[src/rtl/register_file_multiport.sv]
// Multi-port general-purpose register file: NUM_RD combinational read ports, one
// synchronous write port, optional hard-wired zero entry, write-to-read bypass and a reset clear sweep.
module register_file_multiport #(
    parameter int DATA_W  = 32,
    parameter int DEPTH   = 32,
    parameter int ADDR_W  = 5,
    parameter int NUM_RD  = 2,
    parameter int ZERO_R0 = 1,
    parameter int BYPASS  = 1
) (
    input  logic                     CLK,
    input  logic                     RST,
    input  logic                     REG_W_En,
    input  logic [ADDR_W-1:0]        REG_W_Addr,
    input  logic [DATA_W-1:0]        REG_W_Data,
    input  logic [NUM_RD*ADDR_W-1:0] REG_R_Addr,
    output logic [NUM_RD*DATA_W-1:0] REG_R_Data,
    output logic                     REG_Busy
);

    typedef enum logic {
        ST_CLEAR = 1'b0,
        ST_READY = 1'b1
    } state_t;

    localparam logic [ADDR_W:0]   DEPTH_W  = (ADDR_W+1)'(DEPTH);
    localparam logic [ADDR_W-1:0] LAST_IDX = ADDR_W'(DEPTH - 1);
    localparam logic [ADDR_W-1:0] ONE_IDX  = ADDR_W'(1);

    state_t              state_r;
    state_t              state_s;
    logic [ADDR_W-1:0]   clr_cnt_r;
    logic [ADDR_W-1:0]   clr_cnt_s;
    logic                wr_commit_s;
    logic [DATA_W-1:0]   mem_r [DEPTH];

    // An address that is out of range or names the hard-wired zero entry never stores data.
    function automatic logic addr_valid(input logic [ADDR_W-1:0] addr);
        return ({1'b0, addr} < DEPTH_W) && !((ZERO_R0 != 0) && (addr == '0));
    endfunction

    // State and sweep-counter register; reset always restarts the sweep from entry 0.
    always_ff @(posedge CLK) begin
        if (RST) begin
            state_r   <= ST_CLEAR;
            clr_cnt_r <= '0;
        end else begin
            state_r   <= state_s;
            clr_cnt_r <= clr_cnt_s;
        end
    end

    // Next-state logic, busy flag and write qualification.
    always_comb begin
        state_s   = state_r;
        clr_cnt_s = clr_cnt_r;
        case (state_r)
            ST_CLEAR: begin
                if (clr_cnt_r == LAST_IDX) begin
                    state_s = ST_READY;
                end else begin
                    clr_cnt_s = clr_cnt_r + ONE_IDX;
                end
            end
            ST_READY: begin
                state_s = ST_READY;
            end
            default: begin
                state_s   = ST_CLEAR;
                clr_cnt_s = '0;
            end
        endcase
        REG_Busy    = (state_r != ST_READY);
        wr_commit_s = (state_r == ST_READY) && !RST && REG_W_En && addr_valid(REG_W_Addr);
    end

    // Storage: the sweep zeroes one entry per cycle, otherwise a qualified write lands.
    always_ff @(posedge CLK) begin
        if (!RST && (state_r == ST_CLEAR)) begin
            mem_r[clr_cnt_r] <= '0;
        end else if (wr_commit_s) begin
            mem_r[REG_W_Addr] <= REG_W_Data;
        end
    end

    // Read ports: zero while sweeping or for invalid addresses, then bypass, then storage.
    always_comb begin
        logic [ADDR_W-1:0] rd_addr_s;
        rd_addr_s  = '0;
        REG_R_Data = '0;
        for (int p = 0; p < NUM_RD; p++) begin
            rd_addr_s = REG_R_Addr[p*ADDR_W +: ADDR_W];
            if ((state_r != ST_READY) || !addr_valid(rd_addr_s)) begin
                REG_R_Data[p*DATA_W +: DATA_W] = '0;
            end else if ((BYPASS != 0) && wr_commit_s && (rd_addr_s == REG_W_Addr)) begin
                REG_R_Data[p*DATA_W +: DATA_W] = REG_W_Data;
            end else begin
                REG_R_Data[p*DATA_W +: DATA_W] = mem_r[rd_addr_s];
            end
        end
    end

endmodule
[config.mk]
export PLATFORM = sky130hd
export DESIGN_NAME = register_file_multiport
export DESIGN_NICKNAME = d
export VERILOG_FILES = /design/src/rtl/register_file_multiport.sv
export SDC_FILE = /design/constraint.sdc
export NUM_CORES = 1
export LEC_CHECK = 0
export CORE_UTILIZATION = 50
export CTS_CLUSTER_SIZE = 8
export DETAILED_ROUTE_END_ITERATION = 10
export PLACE_DENSITY_LB_ADDON = 0.15
export SKIP_LAST_GASP = 1
export SLEW_MARGIN = 40
export SYNTH_ARGS = -nofsm -noshare
export SYNTH_HDL_FRONTEND = slang
export SYNTH_SLANG_ARGS = --single-unit
[constraint.sdc]
create_clock -name CLK -period 6.7 [get_ports CLK]
set_clock_uncertainty 0.15 [all_clocks]
set_input_delay 1.34 -clock CLK [delete_from_list [all_inputs] [get_ports CLK]]
set_output_delay 1.34 -clock CLK [all_outputs]
set_load 0.02 [all_outputs]
== After elaboration in Yosys (flattened, before gate mapping) ==
Memory sizes are Yosys's and may differ from the RTL's.
Cells that the tools add are included.

* Register bits after elaboration: 6
* Bits in writable memories: 1024
* Output and inout port bits: 65
* Word-level logic and storage cells: 38
* Memories: 1

* Add/sub/neg operators: 1
* Eq/ne operators: 3
* Muxes and demuxes: 14
* Bitwise operators: 2
* Reduce and logical (&&, ||, !) cells: 15

{| class="wikitable"
|+ Memories
! memory !! words !! bits a word !! rd ports !! clocked after Yosys merged registers in !! wr ports !! RTL line !! RTL
|-
| mem_r || 32 || 32 || 2 || 0 || 1 || 35 || <nowiki>logic [DATA_W-1:0] mem_r [DEPTH];</nowiki>
|}

{| class="wikitable"
|+ Operators with widths
! kind !! number
|-
| $mux W32 || 5
|-
| $reduce_or A32 Y1 || 1
|-
| $logic_not A5 Y1 || 3
|-
| $eq A5 B5 Y1 || 2
|-
| $mux W1 || 7
|-
| $logic_and A1 B1 Y1 || 6
|-
| $add A5 B1 Y5 const B || 1
|-
| $eq A5 B5 Y1 const B || 1
|-
| $mux W5 || 1
|-
| $logic_not A1 Y1 || 2
|-
| $logic_or A1 B1 Y1 || 2
|-
| $not A1 Y1 || 2
|-
| $pmux W1 S2 || 1
|-
| $reduce_and A2 Y1 || 1
|}

== Depth between registers and ports, before layout ==
* Depth in word-level cells: 9
* Gate-level depth with buffers: 10
* Mapped depth without buffers: 7

== Worst setup path before layout ==
OpenSTA, ideal clock, no wires.

* Kind: in2reg
* Start point: input port REG_W_Addr[4]
* End point: memory mem_r[11][0], enable pin
* Setup time: 0.461 ns
* Arrival time: 5.005 ns
* Required time: 6.089 ns
* Slack: 1.084 ns
* Cell stages on the path: 6
* Path buffers: 1
* Cells stage by stage: buf_2 > or4_4 > o2111a_1 > o31ai_1 > nand2_1 > nor3_1

* Word-level cells in the longest chain between the ends: 8

{| class="wikitable"
|+ Ends and longest elaborated chain
! what !! RTL line !! RTL
|-
| from (decl) || 14 || <nowiki>input logic [ADDR_W-1:0] REG_W_Addr,</nowiki>
|-
| $logic_not A5 Y1 || 39 || <nowiki>return ({1'b0, addr} < DEPTH_W) && !((ZERO_R0 != 0) && (addr == '0));</nowiki>
|-
| $logic_not A1 Y1 || 39 ||
|-
| $logic_and A1 B1 Y1 || 74 || <nowiki>wr_commit_s = (state_r == ST_READY) && !RST && REG_W_En && addr_valid(REG_W_Addr);</nowiki>
|-
| $mux W1 || 81 || <nowiki>end else if (wr_commit_s) begin</nowiki>
|-
| $mux W1 || 79 || <nowiki>if (!RST && (state_r == ST_CLEAR)) begin</nowiki>
|-
| $mux W1 (implied by the code) || 82 || <nowiki>mem_r[REG_W_Addr] <= REG_W_Data;</nowiki>
|-
| $reduce_or A32 Y1 (no source line) || -- ||
|-
| $mux W5 (no source line) / $mux W1 (equally long branches) || -- ||
|-
| to (decl) || 35 ||
|}

Parallel ways exist; a longest one is shown, timed or not.

== Final worst setup path ==
* Start point: input port REG_W_Addr[0]
* End point: output port REG_R_Data[31]

* Word-level cells in the longest chain between the ends: 6

{| class="wikitable"
|+ Ends and longest elaborated chain
! what !! RTL line !! RTL
|-
| $logic_not A5 Y1 || 39 ||
|-
| $logic_not A1 Y1 || 39 ||
|-
| $logic_and A1 B1 Y1 || 74 ||
|-
| $logic_and A1 B1 Y1 (*) || 95 || <nowiki>end else if ((BYPASS != 0) && wr_commit_s && (rd_addr_s == REG_W_Addr)) begin</nowiki>
|-
| $mux W32 (*) || 95 ||
|-
| $mux W32 (*) || 93 || <nowiki>if ((state_r != ST_READY) || !addr_valid(rd_addr_s)) begin</nowiki>
|-
| to (decl) || 17 || <nowiki>output logic [NUM_RD*DATA_W-1:0] REG_R_Data,</nowiki>
|}

Mark *: on every way between the ends. The rest lies on a longest branch, timed or not.

==> flow_summary.ini <==
[worst_setup_path]
cp-end-kind = output pin
crit_path_frequent_cell = clkdlybuf4s50_1
path_max_fanout = 32
critPathKind = input port to output pin
cpPeakStageDelay_ps = 620
cp_cell_sequence = clkdlybuf4s50_1, or4_4, o2111ai_2, nor4_2, or4_2, buf_4, a21oi_1, a211o_1, clkdlybuf4s50_1
worstPathArrival_ps = 4840
worstSetupStartpointType = input port
cpMaxStageDelayCell = or4_2
required_ps = 5210

[route]
num_vias = 33000
wl_um = 173000
antenna_left = 0
wire_per_inst_um = 38.7
dr.pass1.iters = 8
drc = 0
viasPerCell = 7.39
drtIter0Drc = 4696

[status]
status = completed

[synthesis]
synth.distinct_cells = 58
ys_seq_area_frac = 0.625
synth_edf_count = 1024
syn_area_per_cell_um2 = 16.6
yosysMostFrequentCell = edfxtp_1
syn-num-nets = 3025
synthTopCellsByArea = edfxtp_1 62%, mux4_2 13%, mux2i_1 8.4%
ys_warn_count = 0
synthCells = 2973
synth_flop_cell = edfxtp_1
yosys-top-cells-count = 1024 x edfxtp_1, 413 x mux2i_1, 279 x mux4_2, 151 x a221oi_1, 143 x clkbuf_1
synth_async_sr_flop_share = 0
synth_top_area_share = 0.622
synth_area_leader_cell = edfxtp_1
ys_ff_latch = 1030
syn-cell-area_um2 = 49400

[clock_network]
cts_hold_buf = 0
clock_path_buffers = 3
numCtsBuffers = 147
cts.reportedPaths.clkPinSlew_ps = 50
clock_tree.root_cell = clkbuf_16
numClockSinks = 1030
clk_latency_ps = 740
cts-resized-gates = 0
h-tree-depth = 4
post_cts.repair.setup_buffers = 0
cts_tree = built

[power]
internal_power_uw = 11400
power.density_nw_per_um2 = 258
pwr-share-seq = 0.478
p_switching_uw = 3370
p_comb_frac = 0.073
peakVddDrop_mv = 0.210
p_leak_uw = 0.0179
power_frac_clock = 0.449
switching_share = 0.228

[global_route]
grt_pass1_vias = 33200
grt_pass1_wl_um = 243000
grt_start_max_net_pins = 81
antenna_found_initial = 4
grt_remaining_overflow = 0
grt_usage = 0.348

[die]
die_area_um2 = 100000
rows = 114
core_area_um2 = 97300
io_pins = 115
die-height_um = 316
start_util = 0.508
die_w_um = 316

[placement]
io_buffers = 114
routabilityCongestion = 0.900
dp_hpwl_um = 102000

[finish]
final_util = 0.588
drive_above_1_share = 0.255
area_growth_pct = 15.8
fill_cells = 7273
final_net_count = 3217

[timing]
max_clock_freq_mhz = 158
drv_slew = 0
min_period_ps = 6330
hold_viol_final = 0
max_slew_margin = 0.397
finalSetupViolations = 0
worst_slew_pin_slew_ps = 904
grt_setup_unrepaired = false
finalSetupTns_ps = 0
min_period_over_period = 0.944

[worst_hold_path]
hp-class = flop to flop

[run]
drv_cap = 0
[stage by stage]
step                      cells  worst slack (ps)  instance area, µm²  hold slack, ps  power, µW
after floorplan            2973              1080               49400             342       7800
after global placement     4288               536               53100             368       8230
after detailed placement   4291               460               53200             369       8240
after CTS                  4461               445               57200             378      14800
after global routing       4462               316               57200             428      15100
final                      4464               375               57200             383      14800
[state kept, by name, indices dropped and copies added, names as in the netlist]
signal,flops
mem_r,1024
clr_cnt_r,5
state_r,1
[cell usage in the layout, fill, tap and decap left out, types with 42 or more instances in the layout]
cell type,count
a21oi_1,132
a221oi_1,151
a22oi_1,82
buf_4,141
clkbuf_16,151
clkdlybuf4s50_1,97
edfxtp_1,1024
mux2_2,64
mux2i_1,412
mux4_2,279
nor2_1,42
o21ai_0,105
o21bai_1,64
[worst paths after layout]
kind	startpoint	end	slack, ps	depth (start not counted)
max reg2reg	state_r	mem_r[28][19]	2840	6
max	REG_W_Addr[0]	REG_R_Data[31]	370	9
min	clr_cnt_r[1]	clr_cnt_r[1]	380	2
min reg2reg	clr_cnt_r[1]	clr_cnt_r[1]	380	2
[area by class of cell]
class | instances | area (µm²) | share of cell area
Antenna cell | 2 | 5.00 | 0.0000875
Clock inverter | 13 | 135 | 0.00236
Sequential cell | 1030 | 30900 | 0.539
Inverter | 9 | 36.3 | 0.000634
Multi-Input combinational cell | 1690 | 17800 | 0.312
Tap cell | 1276 | 1600 | 0.0279
Clock buffer | 157 | 3800 | 0.0664
Timing Repair Buffer | 287 | 2950 | 0.0515
[logic make-up after synthesis]
| logic type | Yosys count | share of synthesized area |
|---|---|---|
| flip-flops | 1030 | 0.625 |
| multiplexers | 756 | 0.225 |
| AO/OA/AOI/OAI | 722 | 0.106 |
| buffers and inverters | 253 | 0.0218 |
| AND/OR/NAND/NOR | 197 | 0.0192 |
| XOR/XNOR | 13 | 0.00230 |
| adder cells (fa/ha/maj) | 2 | 0.000506 |
[critical path: cells and delay by family]
kind / cells / cell delay, ps
AO/OA/AOI/OAI: 3 / 630
buffers and inverters: 3 / 1500
AND/OR/NAND/NOR: 3 / 1290
[per-layer routing]
layer,vias to the layer above,GRT usage,share of wire
li1,12900,-,-
met1,17100,0.479,0.38
met2,2450,0.516,0.44
met3,517,0.0999,0.13
met4,2,0.154,0.047
met5,-,0,0.000075
[power groups by stage]
stage / combinational (µW) / sequential, µW / clock, µW
2_1_floorplan: 617 / 7180 / 0
4_1_cts: 1050 / 7070 / 6650
3_3_place_gp: 1050 / 7180 / 0
6_report: 1080 / 7070 / 6630
5_1_grt: 1110 / 7060 / 6890
3_5_place_dp: 1050 / 7190 / 0
No activity file was read; power rests on OpenSTA's default activity.
